## src/rtl/KF8259_Common_Package.sv

```systemverilog
// Shared types and helpers for the KF8259 interrupt-acknowledge logic.
// Holds the INTA# sequence state enum, the 8080 CALL opcode and level encoding.
package KF8259_Common_Package;

    typedef enum logic [1:0] {
        IDLE,
        ACK1,
        ACK2,
        ACK3
    } inta_state_t;

    localparam logic [7:0] CALL_OPCODE = 8'hCD;

    // Lowest set bit wins; no request encodes as IR7 so a spurious
    // acknowledge still produces a well-defined vector.
    function automatic logic [2:0] onehot_to_level(input logic [7:0] onehot);
        logic [2:0] lvl;
        lvl = 3'd7;
        for (int i = 7; i >= 0; i--) begin
            if (onehot[i]) begin
                lvl = 3'(i);
            end
        end
        return lvl;
    endfunction

endpackage

```

## src/rtl/kf8259_inta_edge_detect.sv

```systemverilog
// Synchronizes the asynchronous INTA# pin and detects its edges.
// Ports: clock/reset, inta_n pin in; synced low level, fall/rise pulses out.
module kf8259_inta_edge_detect (
    input  logic clock,
    input  logic reset,
    input  logic inta_n,
    output logic inta_low,
    output logic inta_fall,
    output logic inta_rise
);

    logic sync1_q;
    logic sync1_d;
    logic sync2_q;
    logic sync2_d;
    logic prev_q;
    logic prev_d;

    always_comb begin
        sync1_d = inta_n;
        sync2_d = sync1_q;
        prev_d  = sync2_q;
    end

    // Flops idle high so a pin held high through reset gives no edge.
    always_ff @(posedge clock or posedge reset) begin
        if (reset) begin
            sync1_q <= 1'b1;
            sync2_q <= 1'b1;
            prev_q  <= 1'b1;
        end else begin
            sync1_q <= sync1_d;
            sync2_q <= sync2_d;
            prev_q  <= prev_d;
        end
    end

    assign inta_low  = ~sync2_q;
    assign inta_fall = prev_q & ~sync2_q;
    assign inta_rise = ~prev_q & sync2_q;

endmodule

```

## src/rtl/kf8259_inta_sequencer.sv

```systemverilog
// KF8259 INTA# cycle sequencer: raises INT, latches in-service, drives bytes.
// Ports: INTA# pin, mode/AEOI/vector config, request in; INT, ISR strobes, bus out.
module kf8259_inta_sequencer
    import KF8259_Common_Package::*;
(
    input  logic        clock,
    input  logic        reset,
    input  logic        interrupt_acknowledge_n,
    input  logic        mode_8086,
    input  logic        auto_eoi,
    input  logic [7:0]  interrupt_request,
    input  logic [4:0]  vector_base,
    input  logic [15:0] address_8080,
    input  logic        interval_4,
    output logic        interrupt_out,
    output logic        latch_in_service,
    output logic [7:0]  interrupt_to_service,
    output logic [7:0]  clear_request,
    output logic [7:0]  end_of_interrupt,
    output logic [7:0]  data_out,
    output logic        data_out_enable
);

    logic inta_low;
    logic inta_fall;
    logic inta_rise;

    kf8259_inta_edge_detect u_edge (
        .clock     (clock),
        .reset     (reset),
        .inta_n    (interrupt_acknowledge_n),
        .inta_low  (inta_low),
        .inta_fall (inta_fall),
        .inta_rise (inta_rise)
    );

    inta_state_t state_q;
    inta_state_t state_d;
    logic        mode_q;
    logic        mode_d;
    logic [7:0]  level_q;
    logic [7:0]  level_d;
    logic        int_q;
    logic        int_d;
    logic        latch_q;
    logic        latch_d;
    logic [7:0]  its_q;
    logic [7:0]  its_d;
    logic [7:0]  clr_q;
    logic [7:0]  clr_d;
    logic [7:0]  eoi_q;
    logic [7:0]  eoi_d;
    logic [7:0]  data_q;
    logic [7:0]  data_d;
    logic        en_q;
    logic        en_d;

    logic        final_rise;
    logic [2:0]  code;
    logic [7:0]  bus_byte;
    logic        unused_addr_bits;

    assign unused_addr_bits = ^address_8080[4:0];

    always_comb begin
        state_d    = state_q;
        mode_d     = mode_q;
        level_d    = level_q;
        int_d      = 1'b0;
        latch_d    = 1'b0;
        clr_d      = 8'h00;
        eoi_d      = 8'h00;
        final_rise = 1'b0;

        unique case (state_q)
            IDLE: begin
                int_d = |interrupt_request;
                if (inta_fall) begin
                    state_d = ACK1;
                    mode_d  = mode_8086;
                    level_d = interrupt_request;
                    int_d   = 1'b0;
                    latch_d = |interrupt_request;
                    clr_d   = interrupt_request;
                end
            end
            ACK1: begin
                if (inta_rise) begin
                    state_d = ACK2;
                end
            end
            ACK2: begin
                if (inta_rise) begin
                    if (mode_q) begin
                        state_d    = IDLE;
                        final_rise = 1'b1;
                    end else begin
                        state_d = ACK3;
                    end
                end
            end
            ACK3: begin
                if (inta_rise) begin
                    state_d    = IDLE;
                    final_rise = 1'b1;
                end
            end
            default: state_d = IDLE;
        endcase

        // A spurious sequence has level 0, so no in-service bit is cleared.
        if (final_rise && auto_eoi) begin
            eoi_d = level_q;
        end

        its_d = (state_d == IDLE) ? 8'h00 : level_d;
    end

    // Bus byte follows the upcoming state; byte fields are sampled live.
    always_comb begin
        code     = onehot_to_level(level_d);
        bus_byte = 8'h00;
        unique case (state_d)
            IDLE: bus_byte = 8'h00;
            ACK1: bus_byte = CALL_OPCODE;
            ACK2: begin
                if (mode_d) begin
                    bus_byte = {vector_base, code};
                end else if (interval_4) begin
                    bus_byte = {address_8080[7:5], code, 2'b00};
                end else begin
                    bus_byte = {address_8080[7:6], code, 3'b000};
                end
            end
            ACK3: bus_byte = address_8080[15:8];
            default: bus_byte = 8'h00;
        endcase

        // 8086 first pulse leaves the bus floating.
        en_d = (state_d != IDLE) && inta_low
            && !((state_d == ACK1) && mode_d);
        data_d = en_d ? bus_byte : 8'h00;
    end

    always_ff @(posedge clock or posedge reset) begin
        if (reset) begin
            state_q <= IDLE;
            mode_q  <= 1'b0;
            level_q <= 8'h00;
            int_q   <= 1'b0;
            latch_q <= 1'b0;
            its_q   <= 8'h00;
            clr_q   <= 8'h00;
            eoi_q   <= 8'h00;
            data_q  <= 8'h00;
            en_q    <= 1'b0;
        end else begin
            state_q <= state_d;
            mode_q  <= mode_d;
            level_q <= level_d;
            int_q   <= int_d;
            latch_q <= latch_d;
            its_q   <= its_d;
            clr_q   <= clr_d;
            eoi_q   <= eoi_d;
            data_q  <= data_d;
            en_q    <= en_d;
        end
    end

    assign interrupt_out        = int_q;
    assign latch_in_service     = latch_q;
    assign interrupt_to_service = its_q;
    assign clear_request        = clr_q;
    assign end_of_interrupt     = eoi_q;
    assign data_out             = data_q;
    assign data_out_enable      = en_q;

endmodule

```

## config.mk

```make
export PLATFORM = sky130hd
export DESIGN_NAME = kf8259_inta_sequencer
export DESIGN_NICKNAME = d
export VERILOG_FILES = /design/src/rtl/KF8259_Common_Package.sv /design/src/rtl/kf8259_inta_edge_detect.sv /design/src/rtl/kf8259_inta_sequencer.sv
export SDC_FILE = /design/constraint.sdc
export NUM_CORES = 1
export LEC_CHECK = 0
export CORE_AREA = 2 2 63 77
export CTS_BUF_LIST = sky130_fd_sc_hd__clkbuf_16
export CTS_CLUSTER_SIZE = 24
export DETAILED_ROUTE_END_ITERATION = 8
export DIE_AREA = 0 0 65 79
export GPL_ROUTABILITY_DRIVEN = 0
export PLACE_DENSITY = 0.84
export SYNTH_ARGS = -nofsm -noshare
export SYNTH_HDL_FRONTEND = slang
export SYNTH_SLANG_ARGS = --single-unit
```

## constraint.sdc

```tcl
create_clock -name clock -period 2.75 [get_ports clock]
set_input_delay 0.4125 -clock clock [delete_from_list [all_inputs] [get_ports clock]]
set_output_delay 0.4125 -clock clock [all_outputs]
set_load 0.02 [all_outputs]
```

* After elaboration in Yosys (flattened, before gate mapping)
Index checks and enable logic that the tools add are counted.
Word-level totals: register bits after elaboration 49, input bits 35, logic and storage cells 65
Operators by class: equal/unequal tests 6, mux-type cells 33, bitwise gates (word level) 4, reductions and logical operators 9
Operator list (number):
- $mux W8 | 8
- $pmux W8 S4 | 1
- $mux W3 | 6
- $mux W1 | 10
- $mux W2 | 5
- $eq A2 B2 Y1 const B | 4
- $pmux W2 S4 | 1
- $reduce_or A8 Y1 | 1
- $mux W6 | 1
- $eq A2 B1 Y1 const B | 2
- $logic_and A1 B1 Y1 | 4
- $logic_not A2 Y1 | 2
- $and A1 B1 Y1 | 2
- $not A1 Y1 | 2
- $pmux W1 S2 | 1
- $reduce_bool A2 Y1 | 1
- $logic_not A1 Y1 | 1

* Depth between registers and ports, before layout
word-level depth 15, depth in mapped cells 8, gate-level depth less buffers 6

* By module
Synthesis repeated with hierarchy kept, for this count alone.
Unflattened totals: cells, all modules 180, area total of the unflattened synthesis 2093.3 um2
By module, submodules not included:
- kf8259_inta_sequencer | instances 1, cells each 173, area an instance 1991.9 um2
- kf8259_inta_edge_detect | instances 1, cells each 7, area an instance 101.3 um2

* Worst setup path before layout
OpenSTA, ideal clock, no wires.
path type register to register, start point register state_q[0], end point register data_q[2] (netlist: data_out[2]), setup time 0.125 ns, data arrival time 1.510 ns, path slack 1.115 ns, cell stages (with the launch flop) 7, buffers on the path 1, period minus slack after synthesis 1.635 ns, cell sequence dfrtp_1 buf_6 or4b_4 mux2i_2 nor2_1 a41oi_1 a21oi_1
Between the ends: word-level cells in the longest chain between the ends 13, elaborated cells on any way between the ends 31, classes of those cells 6 x eq/ne; 18 x mux; 7 x reduce/logical
Ends and longest elaborated chain:
- start, declared | RTL line kf8259_inta_sequencer.sv:37 | inta_state_t state_q;
- start signal, assigned | RTL line kf8259_inta_sequencer.sv:158 | state_q <= state_d;
- $logic_not A2 Y1 | RTL line kf8259_inta_sequencer.sv:75 | unique case (state_q)
- $mux W8 | RTL line kf8259_inta_sequencer.sv:75
- $mux W1 | RTL line KF8259_Common_Package.sv:20 | if (onehot[i]) begin
- $mux W3 (6 in series) | RTL line KF8259_Common_Package.sv:20
- $mux W6 | RTL line kf8259_inta_sequencer.sv:129 | end else if (interval_4) begin
- $mux W8 | RTL line kf8259_inta_sequencer.sv:127 | if (mode_d) begin
- $pmux W8 S4 | RTL line kf8259_inta_sequencer.sv:123 | unique case (state_d)
- $mux W8 (*) | RTL line kf8259_inta_sequencer.sv:142 | data_d = en_d ? bus_byte : 8'h00;
- net data_d[2] | RTL line kf8259_inta_sequencer.sv:54 | logic [7:0] data_d;
- end signal, assigned | RTL line kf8259_inta_sequencer.sv:166 | data_q <= data_d;
- end, declared | RTL line kf8259_inta_sequencer.sv:53 | logic [7:0] data_q;
Mark *: on every way through the listed nets, which the timed path passes. The rest lies on a longest branch.

* Worst setup path in the final report
start point register state_q[1], end point register data_q[2] (netlist: data_out[2])
Same word-level chain as after synthesis.

==> metrics.md <==
| Metric | Value |
|---|---|
| Status | `finished, final reports clean` |
| Vertical die dimension | `79 um` |
| Worst hold-check path type | `reg2reg` |
| Number of detailed-routing iterations run before antenna repair | `4` |
| Number of enable-type register cells in the synthesized netlist | `0` |
| Antenna fix cells | `0` |
| CTS tree | `yes` |
| Core area | `4430 um^2` |
| Non-filler instance count after layout | `293` |
| Initial core utilization | `45.6%` |
| Total number of placement rows | `27` |
| Combined global-route utilization of all metal layers | `18.7%` |
| Clock buffer count from CTS | `5` |
| TritonCTS sink count | `49` |
| Source-to-sink clock delay at the later pin of the worst-skew pair | `290 ps` |
| Summed area of non-filler cells in the final layout | `2830 um^2` |
| Share of synthesized registers carrying an async set or reset | `100%` |
| Final critical-path setup slack | `673 ps` |
| DRC errors left | `0` |
| GRT overflow | `0` |
| Worst Path Class, Setup | `reg2reg` |
| Die Footprint | `5140 um^2` |
| Final slew viol count | `0` |
| Shortest clock period the worst path allows after layout | `2080 ps` |
| Fraction of final layout cells sized beyond drive strength 1 | `7.66%` |
| Wire length reported by the detailed router | `4370 um` |
| Most common cell after layout, fill and taps aside | `clkdlybuf4s50_1` |
| Worst slew slack as a fraction of its limit | `55.8%` |
| Yosys reg bits | `49` |
| Initial antenna violation count | `0` |
| Commonest cells after routing, fill and taps aside | `clkdlybuf4s50_1, dfrtp_1, and2_1, nor2_1, a21o_1` |
| Placement Cell Area | `2680 um^2` |
| Biggest fanout along the worst timing path | `12` |
| CP startpoint kind | `flop` |
| Skew final | `5.99 ps` |
| IO Pins | `70` |
| Clock slew at the register clock pins of the worst setup and hold paths | `60 ps` |
| Actual transition at the worst max-transition pin | `661 ps` |
| Post-DP HPWL | `3170 um` |
| Worst setup timing slack at the placement stage | `668 ps` |
| Clock tree root buffer cell | `clkbuf_16` |
| Postcts setup bufs | `0` |
| Maximum number of pins on one net before global-route repair | `50` |
| Post-cts sizing count | `0` |
| First-pass GRT wire length | `7280 um` |
| Post-Synthesis Net Count | `206` |
| Final cycle utilization of the critical path | `75.5%` |
| Port bufs | `64` |
| Maximum clock insertion buffer count | `2` |
| Relative area change from synthesis to final layout | `40.2%` |
| Routed WL per cell | `14.9 um` |
| Worst hold margin | `357 ps` |
| Hold violation total from the final report | `0` |
| Cell area after technology mapping | `2020 um^2` |
| Post-placement cell count | `285` |
| Cells after synthesis | `171` |
| Post-synthesis average cell area | `11.8 um^2` |
| Drt first-iter violations | `72` |
| Share of the yosys chip area belonging to registers | `60.9%` |
| Number of vias per cell after detailed routing | `5.20` |
| Category of the worst setup path capture point | `flop` |
| RSZ-0062 raised after global routing | `false` |
| Power density cells | `946 nW/um^2` |
| Maximum level of the CTS H-tree | `2` |
| CP arrival | `2230 ps` |
| Peak supply drop | `509 uV` |
| DR vias | `1,525` |
| Util after Layout | `63.9%` |
| Post-cts hold buffer count | `0` |
| Die extent in x | `65 um` |
| Number of warnings issued by yosys | `0` |
| Overall power | `2.68 mW` |
| Max-Cap Viols | `0` |
| Number of library cell types mapped by synthesis | `40` |
| Primary flip-flop cell chosen by synthesis mapping | `dfrtp_1` |
| Number of setup violations in the final report | `0` |
| Number of routed nets with antenna violations | `0` |
| Critical path data required time | `2900 ps` |
| Peak Freq | `0.481 GHz` |
| Setup Total Neg Slack | `0 ps` |
| Vias in the first global route | `1,568` |
| Static leakage | `1.27 nW` |
| NumNets Final | `269` |
==> synth_stat cells (3+ instances only) <==
library cell,n,share of area [%]
buf_2,5,1.2
inv_1,8,1.5
mux2i_1,3,1.5
nor2_1,11,2.0
nand3_1,3,0.74
and2_1,14,4.3
a21o_1,9,3.3
a32oi_1,3,1.3
o21a_1,8,3.0
a211oi_1,3,1.1
dfstp_2,3,3.9
a21oi_1,7,1.7
nand2b_1,4,1.2
o21ai_0,7,1.7
nor4_1,4,1.2
dfrtp_1,46,57
nand2_1,6,1.1
==> final timing paths <==
path                                start                  end  slack, ps  cells past startpoint
max                            state_q[1]          data_out[2]        670                      4
max in group asynchronous           reset          data_out[4]       1760                      3
min in group asynchronous           reset  end_of_interrupt[7]        600                      3
min reg2reg                u_edge.sync1_q        u_edge.prev_d        360                      0
min                        u_edge.sync1_q        u_edge.prev_d        360                      0
max reg2reg                    state_q[1]          data_out[2]        670                      4
==> where the power goes <==
part / switching [mW] / internal (mW)
combinational: 0.534 / 0.468
sequential: 0.165 / 0.925
clock: 0.247 / 0.338
total: 0.947 / 1.73
==> cells by family after synthesis <==
kind of cell	after synthesis	share of synthesized area, %
buffers and inverters	17	4.28
DFF	49	60.9
AOI/OAI and AO/OA	46	15.9
muxes	5	2.73
and+or+nand+nor	54	16.2
==> final cells by class <==
cell class,count,area (um^2)
fill,339,1600
sequential,49,1230
multi-input combinational,105,702
timing repair buffer,65,648
clock buffer,5,125
tap,58,72.6
inverter,8,30.0
clock inverter,3,21.3
==> layer usage <==
metal  part of all wire, %  routed length, um  GRT usage (%)  up-vias
met2                    54               2340           32.2       48
met4                   2.1                 91           8.72        0
met3                   4.1                177           3.12       10
met5                     0                  0              0        -
met1                    40               1760           22.6      738
li1                      -                  -              -      729
==> flip-flops by register name (all words and copies together) (netlist names) <==
signal                cells
interrupt_to_service      8
u_edge.sync1_q            1
u_edge.prev_d             1
u_edge.prev_q             1
data_out_enable           1
clear_request             8
latch_in_service          1
mode_q                    1
data_out                  8
state_q                   2
interrupt_out             1
end_of_interrupt          8
level_q                   8
==> worst max-delay path, stage by stage, from the launching register on <==
cell and delay, ps:
dfrtp_1 520, nor4b_4 660, o21ai_0 360, a41oi_1 310, a21oi_1 100
No activity file was read; power rests on OpenSTA's default activity.
